## config.mk

```make
export PLATFORM = sky130hd
export DESIGN_NAME = cgra_im_loader
export DESIGN_NICKNAME = d
export VERILOG_FILES = /design/src/rtl/cgra_im_loader_pkg.sv /design/src/rtl/cgra_loader_decode.sv /design/src/rtl/cgra_im_loader.sv
export SDC_FILE = /design/constraint.sdc
export NUM_CORES = 1
export LEC_CHECK = 0
export BUFFER_PORTS_ARGS = -buffer_cell sky130_fd_sc_hd__buf_2
export CAP_MARGIN = 15
export CORE_ASPECT_RATIO = 0.5
export CORE_MARGIN = 8
export CORE_UTILIZATION = 46
export DETAILED_ROUTE_END_ITERATION = 7
export GPL_TIMING_DRIVEN = 0
export HOLD_SLACK_MARGIN = 0.03
export PLACE_DENSITY = 0.75
export SYNTH_ARGS = -nofsm -noshare
export SYNTH_HDL_FRONTEND = slang
export SYNTH_SLANG_ARGS = --single-unit
```

## constraint.sdc

```tcl
create_clock -name iClk -period 3.37 [get_ports iClk]
set_input_delay 0.674 -clock iClk [delete_from_list [all_inputs] [get_ports iClk]]
set_output_delay 0.674 -clock iClk [all_outputs]
set_load 0.01 [all_outputs]
```

## src/rtl/cgra_im_loader_pkg.sv

```systemverilog
// Shared definitions for the CGRA instruction-memory loader: FSM encoding,
// address-field geometry, control-register select and status/control bit positions.
package cgra_im_loader_pkg;

  typedef enum logic [1:0] {
    ST_IDLE  = 2'd0,
    ST_WRITE = 2'd1,
    ST_READ  = 2'd2
  } loaderState_t;

  localparam int SEL_W = 8;
  localparam logic [SEL_W-1:0] CTRL_SEL = 8'hFF;

  // SEL sits just above the word field, which is IM address width plus one bit.
  function automatic int selLsb(input int imAddrW);
    return imAddrW + 3;
  endfunction

  localparam int SEL_LSB = selLsb(8);

  localparam int STAT_DONE   = 0;
  localparam int STAT_HALTED = 1;
  localparam int STAT_ERR    = 2;

  localparam int CTRL_DONE   = 0;
  localparam int CTRL_RESET  = 1;
  localparam int CTRL_CLRERR = 2;

endpackage

```

## src/rtl/cgra_loader_decode.sv

```systemverilog
// Combinational decode of the latched memory select and word address into a
// one-hot IM strobe plus target-class and validity flags.
module cgra_loader_decode
  import cgra_im_loader_pkg::*;
#(
  parameter int IM_MEM_ADDR_WIDTH = 8,
  parameter int NUM_ID            = 10,
  parameter int NUM_IMM           = 4
) (
  input  logic [SEL_W-1:0]             sel,
  input  logic [IM_MEM_ADDR_WIDTH:0]   word,
  output logic [NUM_ID+NUM_IMM-1:0]    strobe,
  output logic                         isId,
  output logic                         isImm,
  output logic                         isCtrl,
  output logic                         wordOk,
  output logic                         immHigh
);

  always_comb begin
    isId    = int'(sel) < NUM_ID;
    isImm   = (int'(sel) >= NUM_ID) && (int'(sel) < NUM_ID + NUM_IMM);
    isCtrl  = (sel == CTRL_SEL);
    // ID memories only span half the word field; the top half is out of range.
    wordOk  = isCtrl || isImm || (isId && !word[IM_MEM_ADDR_WIDTH]);
    immHigh = word[0];
    strobe  = '0;
    for (int i = 0; i < NUM_ID + NUM_IMM; i++) begin
      strobe[i] = (int'(sel) == i) && (isImm || (isId && !word[IM_MEM_ADDR_WIDTH]));
    end
  end

endmodule

```

## src/rtl/cgra_im_loader.sv

```systemverilog
// DTL slave that loads CGRA ID/IMM instruction memories, sequences core reset and
// config-done, and returns a status word on reads. Optional sticky error flag
// enabled by defining CGRA_LOADER_ERR_STATUS_EN.
module cgra_im_loader
  import cgra_im_loader_pkg::*;
#(
  parameter int INTERFACE_WIDTH       = 32,
  parameter int INTERFACE_ADDR_WIDTH  = 32,
  parameter int INTERFACE_BLOCK_WIDTH = 5,
  parameter int I_WIDTH               = 12,
  parameter int I_IMM_WIDTH           = 33,
  parameter int IM_MEM_ADDR_WIDTH     = 8,
  parameter int NUM_ID                = 10,
  parameter int NUM_IMM               = 4
) (
  input  logic                               iClk,
  input  logic                               iReset,
  input  logic                               iDTL_Loader_CommandValid,
  input  logic                               iDTL_Loader_CommandReadWrite,
  input  logic [INTERFACE_ADDR_WIDTH-1:0]    iDTL_Loader_Address,
  input  logic [INTERFACE_BLOCK_WIDTH-1:0]   iDTL_Loader_BlockSize,
  input  logic                               iDTL_Loader_WriteValid,
  input  logic                               iDTL_Loader_WriteLast,
  input  logic [INTERFACE_WIDTH/8-1:0]       iDTL_Loader_WriteEnable,
  input  logic [INTERFACE_WIDTH-1:0]         iDTL_Loader_WriteData,
  input  logic                               iDTL_Loader_ReadAccept,
  output logic                               oDTL_Loader_CommandAccept,
  output logic                               oDTL_Loader_WriteAccept,
  output logic                               oDTL_Loader_ReadValid,
  output logic                               oDTL_Loader_ReadLast,
  output logic [INTERFACE_WIDTH-1:0]         oDTL_Loader_ReadData,
  input  logic                               iHalted,
  output logic [NUM_ID+NUM_IMM-1:0]          oIM_WriteEnable,
  output logic [IM_MEM_ADDR_WIDTH-1:0]       oIM_WriteAddress,
  output logic [I_WIDTH-1:0]                 oIM_WriteData,
  output logic [I_IMM_WIDTH-1:0]             oIM_WriteData_IMM,
  output logic                               oCoreReset,
  output logic                               oConfigDone
);

  localparam int NUM_MEM = NUM_ID + NUM_IMM;
  localparam int SEL_LO  = selLsb(IM_MEM_ADDR_WIDTH);

  loaderState_t                       state;
  logic                               cmdAccept, wrAccept;
  logic                               readValid, readLast;
  logic [INTERFACE_WIDTH-1:0]         readData;
  logic [SEL_W-1:0]                   selQ;
  logic [IM_MEM_ADDR_WIDTH:0]         wordQ;
  logic [INTERFACE_BLOCK_WIDTH-1:0]   beatCnt, blockSizeQ;
  logic [INTERFACE_WIDTH-1:0]         immLowQ;
  logic                               immLowValid;
  logic [NUM_MEM-1:0]                 imWe;
  logic [IM_MEM_ADDR_WIDTH-1:0]       imAddr;
  logic [I_WIDTH-1:0]                 imData;
  logic [I_IMM_WIDTH-1:0]             imDataImm;
  logic                               configDone, coreReset;
  logic                               errBit;

  logic [NUM_MEM-1:0]                 decStrobe;
  logic                               isId, isImm, isCtrl, wordOk, immHigh;
  logic                               beatVld_p0, dataBeat_p0;
  logic                               unusedAddrBits;

  assign unusedAddrBits = ^{iDTL_Loader_Address[1:0],
                            iDTL_Loader_Address[INTERFACE_ADDR_WIDTH-1:SEL_LO+SEL_W]};

  function automatic logic [INTERFACE_WIDTH-1:0] statusWord(input logic done,
                                                            input logic halted,
                                                            input logic err);
    logic [INTERFACE_WIDTH-1:0] s;
    s = '0;
    s[STAT_DONE]   = done;
    s[STAT_HALTED] = halted;
    s[STAT_ERR]    = err;
    return s;
  endfunction

  cgra_loader_decode #(
    .IM_MEM_ADDR_WIDTH(IM_MEM_ADDR_WIDTH),
    .NUM_ID           (NUM_ID),
    .NUM_IMM          (NUM_IMM)
  ) uDecode (
    .sel    (selQ),
    .word   (wordQ),
    .strobe (decStrobe),
    .isId   (isId),
    .isImm  (isImm),
    .isCtrl (isCtrl),
    .wordOk (wordOk),
    .immHigh(immHigh)
  );

  // ---- p0: beat acceptance at the DTL boundary ----
  assign beatVld_p0  = iDTL_Loader_WriteValid && wrAccept;
  assign dataBeat_p0 = beatVld_p0 && (|iDTL_Loader_WriteEnable);

  // ---- p1: registered FSM, IM strobes and read channel ----
  always_ff @(posedge iClk) begin
    if (iReset) begin
      state       <= ST_IDLE;
      cmdAccept   <= 1'b0;
      wrAccept    <= 1'b0;
      readValid   <= 1'b0;
      readLast    <= 1'b0;
      readData    <= '0;
      selQ        <= '0;
      wordQ       <= '0;
      beatCnt     <= '0;
      blockSizeQ  <= '0;
      immLowValid <= 1'b0;
      imWe        <= '0;
      imAddr      <= '0;
      imData      <= '0;
      imDataImm   <= '0;
      configDone  <= 1'b0;
      coreReset   <= 1'b1;
    end else begin
      imWe <= '0;
      case (state)
        ST_IDLE: begin
          if (cmdAccept && iDTL_Loader_CommandValid) begin
            cmdAccept   <= 1'b0;
            selQ        <= iDTL_Loader_Address[SEL_LO +: SEL_W];
            wordQ       <= iDTL_Loader_Address[2 +: IM_MEM_ADDR_WIDTH+1];
            blockSizeQ  <= iDTL_Loader_BlockSize;
            beatCnt     <= '0;
            immLowValid <= 1'b0;
            if (iDTL_Loader_CommandReadWrite) begin
              state    <= ST_WRITE;
              wrAccept <= 1'b1;
            end else begin
              state     <= ST_READ;
              readValid <= 1'b1;
              readLast  <= (iDTL_Loader_BlockSize == '0);
              readData  <= statusWord(configDone, iHalted, errBit);
            end
          end else begin
            cmdAccept <= 1'b1;
          end
        end
        ST_WRITE: begin
          if (beatVld_p0) begin
            if (dataBeat_p0) begin
              if (isCtrl) begin
                if (iDTL_Loader_WriteData[CTRL_RESET]) begin
                  coreReset  <= 1'b1;
                  configDone <= 1'b0;
                end else if (iDTL_Loader_WriteData[CTRL_DONE]) begin
                  coreReset  <= 1'b0;
                  configDone <= 1'b1;
                end
              end else if (isId && wordOk) begin
                imWe   <= decStrobe;
                imAddr <= wordQ[IM_MEM_ADDR_WIDTH-1:0];
                imData <= iDTL_Loader_WriteData[I_WIDTH-1:0];
              end else if (isImm) begin
                // IMM words arrive as low half on the even beat, top bit on the odd beat.
                if (!immHigh) begin
                  immLowQ     <= iDTL_Loader_WriteData;
                  immLowValid <= 1'b1;
                end else if (immLowValid) begin
                  imWe        <= decStrobe;
                  imAddr      <= wordQ[IM_MEM_ADDR_WIDTH:1];
                  imDataImm   <= {iDTL_Loader_WriteData[0], immLowQ};
                  immLowValid <= 1'b0;
                end
              end
            end
            wordQ   <= wordQ + 1'b1;
            beatCnt <= beatCnt + 1'b1;
            if ((beatCnt == blockSizeQ) || iDTL_Loader_WriteLast) begin
              state     <= ST_IDLE;
              wrAccept  <= 1'b0;
              cmdAccept <= 1'b1;
            end
          end
        end
        ST_READ: begin
          if (readValid && iDTL_Loader_ReadAccept) begin
            if (beatCnt == blockSizeQ) begin
              state     <= ST_IDLE;
              readValid <= 1'b0;
              readLast  <= 1'b0;
              cmdAccept <= 1'b1;
            end else begin
              beatCnt  <= beatCnt + 1'b1;
              readLast <= ((beatCnt + 1'b1) == blockSizeQ);
              readData <= statusWord(configDone, iHalted, errBit);
            end
          end
        end
        default: begin
          state     <= ST_IDLE;
          cmdAccept <= 1'b0;
          wrAccept  <= 1'b0;
          readValid <= 1'b0;
          readLast  <= 1'b0;
        end
      endcase
    end
  end

`ifdef CGRA_LOADER_ERR_STATUS_EN
  logic errQ;
  logic beatErr;

  assign beatErr = (!isCtrl && !isImm && !isId) ||
                   (isId && !wordOk) ||
                   (isImm && immHigh && !immLowValid);

  always_ff @(posedge iClk) begin
    if (iReset) begin
      errQ <= 1'b0;
    end else if (dataBeat_p0) begin
      if (isCtrl && iDTL_Loader_WriteData[CTRL_CLRERR]) begin
        errQ <= 1'b0;
      end else if (beatErr) begin
        errQ <= 1'b1;
      end
    end
  end

  assign errBit = errQ;
`else
  assign errBit = 1'b0;
`endif

  assign oDTL_Loader_CommandAccept = cmdAccept;
  assign oDTL_Loader_WriteAccept   = wrAccept;
  assign oDTL_Loader_ReadValid     = readValid;
  assign oDTL_Loader_ReadLast      = readLast;
  assign oDTL_Loader_ReadData      = readData;
  assign oIM_WriteEnable           = imWe;
  assign oIM_WriteAddress          = imAddr;
  assign oIM_WriteData             = imData;
  assign oIM_WriteData_IMM         = imDataImm;
  assign oCoreReset                = coreReset;
  assign oConfigDone               = configDone;

endmodule
```

## Word-level counts from Yosys, hierarchy flattened

Cells that the tools add are included.

| word-level totals | value |
|---|---|
| register bits after elaboration | 167 |
| output and inout port bits | 105 |
| word-level logic and storage cells | 175 |

| operators by class | value |
|---|---|
| muxes and demuxes | 61 |
| equal/unequal tests | 30 |
| order comparisons | 3 |
| reductions and logical operators | 53 |
| bitwise gates (word level) | 8 |
| add/subtract/negate cells | 2 |

Operators by type and width:

| cell | number |
|---|---|
| 32-bit two-way mux | 4 |
| 32-bit one-hot mux with 2 select lines | 1 |
| 14-bit two-way mux | 4 |
| 8-bit by 5-bit == test with 1-bit output (second input constant) | 6 |
| 5-bit AND reduction | 7 |
| 8-bit by 4-bit == test with 1-bit output (second input constant) | 4 |
| 8-bit two-way mux | 4 |
| 1-bit two-way mux | 28 |
| 2-bit inequality test (second input constant) | 12 |
| 1-bit logical AND | 21 |
| 5-bit two-way mux | 4 |
| 9-bit two-way mux | 2 |
| 9-bit one-hot mux with 2 select lines | 1 |
| 8-bit by 3-bit == test with 1-bit output (second input constant) | 2 |
| 8-bit by 4-bit less-than comparator with 1-bit output (second input constant) | 2 |
| 8-bit AND reduction | 2 |
| 5-bit one-hot mux with 3 select lines | 1 |
| 7-bit AND reduction | 2 |
| 2-bit two-way mux | 6 |
| 1-bit one-hot mux with 3 select lines | 4 |
| 2-bit nonzero test | 6 |
| 5-bit == test | 2 |
| 9-bit by 1-bit adder with 9-bit output (second input constant) | 1 |
| 8-bit by 2-bit == test with 1-bit output (second input constant) | 1 |
| 19 further kinds | 30 |

## Depth between registers and ports, before layout

Gate-level depths: netlist (run 1).

| logic depth | value |
|---|---|
| depth in word-level cells | 10 |
| depth in mapped cells | 10 |
| mapped depth without buffers | 7 |

## Modules after synthesis

A second synthesis (run 1) with hierarchy kept.

| unflattened totals | value |
|---|---|
| cells, all modules | 631 |
| area total of the unflattened synthesis | 5855.6 sq um |

By module, submodules not included:

| module | sequential area each (sq um) | times used | cells an instance | area each (sq um) |
|---|---|---|---|---|
| cgra_im_loader | 3062.9 | 1 | 595 | 5641.7 |
| cgra_loader_decode | 0.0 | 1 | 36 | 214.0 |

## Worst setup path before layout (run 1)

OpenSTA, ideal clock, no wires.

| timing path | value |
|---|---|
| kind | input to register |
| from | input iDTL_Loader_WriteValid |
| to | register immLowQ[0] (enable) |
| stages on the path | 4 |
| setup time | 421 ps |
| slack | 200 ps |
| buffers on the path | 0 |
| data arrival time | 2749 ps |
| data required time | 2949 ps |
| cells stage by stage | and2_1 nand2_1 or4_1 nor2_1 |

| between the ends | value |
|---|---|
| longest elaborated chain between the ends | 3 |

Ends and longest elaborated chain:

| element | line | source |
|---|---|---|
| from (decl) | cgra_im_loader.sv:22 | `input logic iDTL_Loader_WriteValid,` |
| 1-bit logical AND (*) | cgra_im_loader.sv:95 | `assign beatVld_p0 = iDTL_Loader_WriteValid && wrAccept;` |
| 1-bit logical AND | cgra_im_loader.sv:96 | `assign dataBeat_p0 = beatVld_p0 && (\|iDTL_Loader_WriteEnable);` |
| 8-bit AND reduction (no source line) (*) | n/a |  |
| to (signal assigned) | cgra_im_loader.sv:160 | `immLowQ <= iDTL_Loader_WriteData;` |
| to (decl) | cgra_im_loader.sv:51 | `logic [INTERFACE_WIDTH-1:0] immLowQ;` |

Every way passes the cells marked *; elsewhere a longest branch is shown, timed or not.
A chain may end at the register's enable or synchronous reset.

## Final worst setup path (run 1)

| timing path | value |
|---|---|
| from | register state[1] |
| to | register immLowQ[3] (enable) |

| between the ends | value |
|---|---|
| longest elaborated chain between the ends | 2 |

Ends and longest elaborated chain:

| element | line | source |
|---|---|---|
| from (decl) | cgra_im_loader.sv:44 | `loaderState_t state;` |
| from (signal assigned) | cgra_im_loader.sv:101 | `state <= ST_IDLE;` |
| from (signal assigned) | cgra_im_loader.sv:130 | `state <= ST_WRITE;` |
| from (signal assigned) | cgra_im_loader.sv:133 | `state <= ST_READ;` |
| 2-bit by 1-bit == test with 1-bit output | cgra_im_loader.sv:120 | `case (state)` |
| 8-bit AND reduction (no source line) | n/a |  |

No other way between the ends.

==> results of run 1 <==
[layer usage]
layer	vias up	part of all wire [%]	global-route usage [%]
met1	2195	43	20.62
li1	2367	-	-
met5	-	0	0
met4	0	1.5	6.272
met3	18	6.2	5.576
met2	160	49	31.28
[worst max path at each step]
| stage | startpoint | end | slack (ns) | depth (start not counted) |
|---|---|---|---|---|
| 3_3_place_gp | state[1] | immLowQ[15] | -0.70 | 5 |
| 5_1_grt | state[1] | immLowQ[30] | 0.34 | 5 |
| 3_5_place_dp | state[1] | immLowQ[17] | 0.51 | 5 |
| 4_1_cts | state[1] | immLowQ[3] | 0.50 | 5 |
| 2_1_floorplan | iDTL_Loader_WriteValid | immLowQ[0] | 0.20 | 4 |
| 6_report | state[1] | immLowQ[3] | 0.50 | 5 |
[layout by cell type (no fill, tap or decap), drive strengths merged, types with 16 or more instances in the layout]
master  count
dfxtp     105
edfxtp     32
mux2i      23
nor2       55
o21ai      16
buf       182
nand2     113
a21oi      63
conb       30
clkbuf     41
[critical path: cells and delay by family, from the launching register on]
| kind | cells | cell delay, ns |
|---|---|---|
| buffers and inverters | 2 | 0.42 |
| AND/OR/NAND/NOR | 2 | 1.43 |
| adder cells (fa/ha/maj) | 1 | 0.30 |
| flip-flops | 1 | 0.33 |
[state kept, by name, indices dropped and copies added, names as in the netlist, 2 cells and up]
register / cells
oIM_WriteData_IMM: 33
immLowQ: 32
oIM_WriteEnable: 14
oIM_WriteData: 12
wordQ: 9
oIM_WriteAddress: 8
selQ: 8
beatCnt: 5
blockSizeQ: 5
oDTL_Loader_ReadData: 2
state: 2
[through the flow]
stage	total power, W	area [sq um]
6_report	0.005039	7236
4_1_cts	0.005043	7233
5_1_grt	0.005287	7233
2_1_floorplan	0.002924	5753
3_5_place_dp	0.003256	6663
3_3_place_gp	0.003215	6655
[cells by family (layout without fill, tap and decap cells)]
group                    Yosys count  in the layout
XOR/XNOR                           9              9
flip-flops                       137            137
multiplexers                      23             23
other                              1             31
AO/OA/AOI/OAI                    116            116
adder cells (fa/ha/maj)            6              6
AND/OR/NAND/NOR                  232            232
buffers and inverters             75            246
[power by group]
part / switching [W] / leakage [nW] / internal [W]
Sequential: 0.000136 / 1.14 / 0.00180
Clock: 0.000727 / 0.270 / 0.00106
Combinational: 0.000772 / 1.61 / 0.000549
Total: 0.00163 / 3.02 / 0.00340
[area by class of cell]
type | instances | area (sq um) | share of cell area (%)
Buffer | 65 | 387.9 | 5.361
Inverter | 10 | 37.54 | 0.5188
Clock buffer | 19 | 452.9 | 6.260
Multi-Input combinational cell | 416 | 2272 | 31.40
Sequential cell | 137 | 3063 | 42.33
Tap cell | 165 | 206.4 | 2.853
Antenna cell | 1 | 2.502 | 0.03458
Clock inverter | 13 | 117.6 | 1.625
Timing Repair Buffer | 139 | 695.7 | 9.614
==> summary.txt, run 1 <==
Logic synthesis
  • Compound-gate portion of the synthesized area: 12.72%
  • Post-synth ARST share: 0%
  • Ranking of synthesized cells by area: dfxtp_1 37%, edfxtp_1 17%, nand2_1 7.5%, a21oi_1 5.6%, buf_4 4.1%
  • EDFF count, synth: 32
  • Simple-gate share of the synthesized area: 18.60%
  • Synth top area share: 37.24%
  • Mux cell area share after synthesis: 4.079%
  • Post-Synth XOR/XNOR Area: 1.397%
  • Yosys warns: 0
  • Cell taking the most area after synthesis: dfxtp_1
  • Synth top cells by count: 113 x nand2_1, 105 x dfxtp_1, 63 x a21oi_1
  • Synth Cell Area: 5644 sq um
  • Count leader, synth: nand2_1
  • Synth Flop Type: dfxtp_1
  • Sequential element share of the synthesized area: 54.27%
  • Post-synthesis adder-cell area fraction: 1.330%
  • Largest family of logic cells by synthesized area: simple AND/OR/NAND/NOR gates
  • Synth unique cells: 60
  • Avg Cell Area, Syn: 9.423 sq um
  • Flops & latches, synth: 137
  • Syn Inst Count: 599

STA
  • Final worst slack: 0.5043 ns
  • Min Tclk post-route: 2.866 ns
  • Max_slew headroom: 38.51%
  • Setup TNS: 0 ns
  • Worst-margin pin slew: 0.9201 ns
  • Min Hold Slack: 0.4357 ns
  • Achievable frequency: 349.0 MHz
  • RSZ-0062 raised after global routing: false
  • Final Hold Fails: 0
  • Pins Over Slew Limit: 0
  • Setup Viol. Count Final: 0
  • Clk_skew: 0.008037 ns
  • Final period util: 85.04%

Cells and area
  • Util after Layout: 60.93%
  • Layout Cells excl Fill: 965
  • Layout Nets: 873
  • Synthesis-to-finish area growth: 28.20%
  • FILL cells: 1068
  • Layout cells sized above 1: 28.29%

Power and ir drop
  • Pwr Density: 696.4 nW/um^2
  • Worst vdd ir: 346.3 uV
  • Lkg Pwr: 3.020 nW

Clock tree
  • CTS Buf Count: 17
  • Hold Buf Count CTS: 0
  • Worst skew pair latency: 0.41 ns
  • CTS tree: yes
  • Clock transition at the registers of the reported paths: 0.06 ns
  • Max Root-Sink Buffers: 2
  • Number of setup buffers added after CTS: 0
  • H-tree Lvls: 4
  • CTS Root Cell: clkbuf_16
  • CTS Sinks: 137
  • PostCTS Resize Cnt: 0

Drt
  • 1st-iter DRT viols: 332
  • TritonRoute pass-1 iters: 5
  • Via/cell ratio: 4.912
  • WL final: 14920 um
  • Routed len/inst: 15.46 um
  • DR vias: 4740
  • ANT nets after route: 0
  • DRC Markers: 0

Worst setup path
  • Data arrival, critical path: 2.90 ns
  • Worst r2r src: state[1]
  • Critical Path Start Type: register
  • R2r setup slk: 0.50 ns
  • Max FO, Critical Path: 32
  • R2R cell count: 5
  • CP Capture Type: register
  • Critical Path, Cell by Cell: inv_1, ha_1, clkinv_1, or4_1, nor2_4
  • Max incr delay on CP: 0.74 ns
  • CP max stage cell: nor2_4
  • Reg-to-Reg End: immLowQ[3]
  • Setup CP Type: register to register
  • Worst EP required: 3.40 ns

Placed design
  • Pre-CTS setup slack: 0.5139 ns
  • Post-DP HPWL: 10840 um
  • Placed insts: 932
  • RePlAce Congestion: 0.8435
  • IO Port Bufs: 139

Die
  • Rows: 28
  • CORE AREA: 11880 sq um
  • Ports: 186
  • Die Area: 16290 sq um
  • DIE HEIGHT: 94.33 um
  • Initial Utilization: 47.52%
  • Die Width: 172.7 um

GRT
  • Largest net degree at the start of global routing: 33
  • Total global-route track usage: 17.80%
  • Initial antenna violation count: 0
  • First-pass GRT wire length: 23440 um
  • Vias in the first global route: 4629
  • GRT overflow: 0

Status
  • Outcome: finished, final reports clean

Hold path
  • End of the worst hold path: immLowQ[26]
  • HP Start: iDTL_Loader_WriteData[26]
  • Hold path depth: 1
  • Worst Hold Class: input port to register

Run
  • MaxCap Viol Count: 0
(Power assumes the default switching activity.)
==> run 2, diff against run 1 <==
- CORE_UTILIZATION: 46 -> 54
- PLACE_DENSITY: 0.75 -> 0.83
- SETUP_SLACK_MARGIN: unset -> 0.05
- clock period: 3.37 -> 3.5 ns (I/O delays scaled with it)
==> summary.txt, run 2 (same netlist as run 1, synthesis figures left out) <==
Cells and area
  • Layout Nets: 873 (unchanged)
  • N_diodes: 0 (-1)
  • Max reg flops: 33 (unchanged)
  • Register area: 3063 sq um (unchanged)
  • Area of the multi-input gates: 2272 sq um (unchanged)
  • Synthesis-to-finish area growth: 28.00%
  • Layout Cells excl Fill: 938 (-2.8%)
  • Most frequent cells in the layout: 149 x buf_2, 113 x nand2_1, 105 x dfxtp_1
  • Most common cell after layout, fill and taps aside: buf_2
  • FILL cells: 800 (-25%)
  • Layout cells sized above 1: 27.94% (-0.34 points)

STA
  • Final Hold Fails: 0 (unchanged)
  • Max_slew headroom: 39.92% (+1.4 points)
  • Pins Over Slew Limit: 0 (unchanged)
  • Achievable frequency: 344.1 MHz (-1.4%)
  • Worst-margin pin slew: 0.8991 ns (-0.02105 ns)
  • Min Hold Slack: 0.4487 ns (+0.01292 ns)
  • RSZ-0062 raised after global routing: false
  • Setup Viol. Count Final: 0 (unchanged)
  • Min Tclk post-route: 2.906 ns (+0.04039 ns)
  • Setup TNS: 0 ns (unchanged)
  • Final period util: 83.03% (-2.0 points)
  • Clk_skew: 0.01006 ns (+0.002024 ns)

Placed design
  • IO Port Bufs: 139 (unchanged)
  • RePlAce Congestion: 0.9405 (+11%)
  • Post-DP HPWL: 10850 um (+0.10%)
  • Placed insts: 907 (-2.7%)

Clock tree
  • CTS Sinks: 137 (unchanged)
  • CTS Root Cell: clkbuf_16
  • PostCTS Resize Cnt: 0 (unchanged)
  • Hold Buf Count CTS: 0 (unchanged)
  • CTS Buf Count: 17 (unchanged)
  • Number of setup buffers added after CTS: 0 (unchanged)
  • CTS tree: yes
  • H-tree Lvls: 4 (unchanged)
  • Worst skew pair latency: 0.41 ns (about the same)
  • Max Root-Sink Buffers: 2 (unchanged)
  • Clock transition at the registers of the reported paths: 0.06 ns (about the same)

Power and ir drop
  • Clock power frac: 36.2% (+0.8 points)
  • Internal power: 0.003391 W (-0.41%)
  • Total net switching power: 0.001539 W (-5.8%)
  • Comb power frac: 26.1% (about the same)
  • Worst vdd ir: 470.5 uV (+36%)
  • Pwr Density: 682.4 nW/um^2 (-2.0%)
  • Sw frac: 31.22% (-1.2 points)
  • Lkg Pwr: 3.027 nW (+0.21%)
  • Power Total: 0.004930 W (-2.2%)
  • Register share of total power: 37.7% (-0.7 points)

GRT
  • First-pass GRT wire length: 23630 um (+0.82%)
  • GRT overflow: 0 (unchanged)
  • Vias in the first global route: 4753 (+2.7%)
  • Total global-route track usage: 20.66% (+2.9 points)
  • Largest net degree at the start of global routing: 33 (unchanged)
  • Initial antenna violation count: 0 (unchanged)

Worst setup path
  • Setup CP Type: register to register
  • Worst EP required: 3.53 ns (+0.13 ns)
  • CP Capture Type: register
  • Critical Path Start Type: register
  • Max FO, Critical Path: 32 (unchanged)
  • Data arrival, critical path: 2.94 ns (+0.04 ns)

Drt
  • DR vias: 4798 (+1.2%)
  • Routed len/inst: 15.79 um (+2.1%)
  • DRC Markers: 0 (unchanged)
  • TritonRoute pass-1 iters: 5 (unchanged)
  • WL final: 14810 um (-0.73%)
  • ANT nets after route: 0 (unchanged)
  • Via/cell ratio: 5.115 (+4.1%)
  • 1st-iter DRT viols: 316 (-4.8%)

Die
  • CORE AREA: 10180 sq um (-14%)
  • Ports: 186 (unchanged)
  • Die Area: 14180 sq um (-13%)
  • Initial Utilization: 55.43% (+7.9 points)
  • Die Width: 160.6 um (-7.0%)
  • DIE HEIGHT: 88.29 um (-6.4%)
  • Rows: 26 (-7.1%)

Hold path
  • Worst Hold Class: register to register

Status
  • Outcome: finished, final reports clean

Run
  • MaxCap Viol Count: 0 (unchanged)
run 2: power groups by stage:
| stage | combinational [W] | clock [W] | sequential (W) |
|---|---|---|---|
| finish | 0.00129 | 0.00178 | 0.00186 |
| floorplan | 0.000948 | 0 | 0.00187 |
| detailed placement | 0.00125 | 0 | 0.00188 |
| CTS | 0.00127 | 0.00180 | 0.00185 |
| global route | 0.00141 | 0.00189 | 0.00188 |
| global placement | 0.00121 | 0 | 0.00188 |
run 2: through the flow:
step	worst slack [ns]	cell area (sq um)	utilization [%]
after floorplan	0.3041	5753	-
after global placement	-0.6561	6624	65.05
after detailed placement	0.6124	6631	65.13
after CTS	0.5755	7224	70.95
after global routing	0.4093	7224	70.95
final	0.5939	7224	70.95
run 2: cell type report:
type	count	area share (%)
inverter	10	0.5196
tap	140	2.425
timing repair buffer	139	9.629
clock buffer	19	6.131
sequential	137	42.40
multi-input combinational	416	31.45
buffer	65	5.369
clock inverter	12	2.078
run 2: metal layers:
metal	track usage [%]	wire length, um	part of all wire, %	up-vias
met5	0	0	0	-
met4	5.471	166	1.1	0
met3	6.732	994	6.7	17
met2	37.16	7493	51	156
met1	23.67	6156	42	2243
li1	-	-	-	2382
run 2: worst paths after layout:
path / to / slack [ns] / cells after the start / startpoint
worst min register to register: oIM_WriteData_IMM[18] / 0.45 / 2 / oIM_WriteData_IMM[18]
worst max-delay path: immLowQ[18] / 0.59 / 5 / state[1]
worst max register to register: immLowQ[18] / 0.59 / 5 / state[1]
worst min-delay path: oIM_WriteData_IMM[18] / 0.45 / 2 / oIM_WriteData_IMM[18]
run 2: critical path: stages (launching register included):
cell      delay [ns]
dfxtp_1         0.33
inv_1           0.11
ha_1            0.33
clkinv_1        0.34
or4_1           0.68
nor2_4          0.72
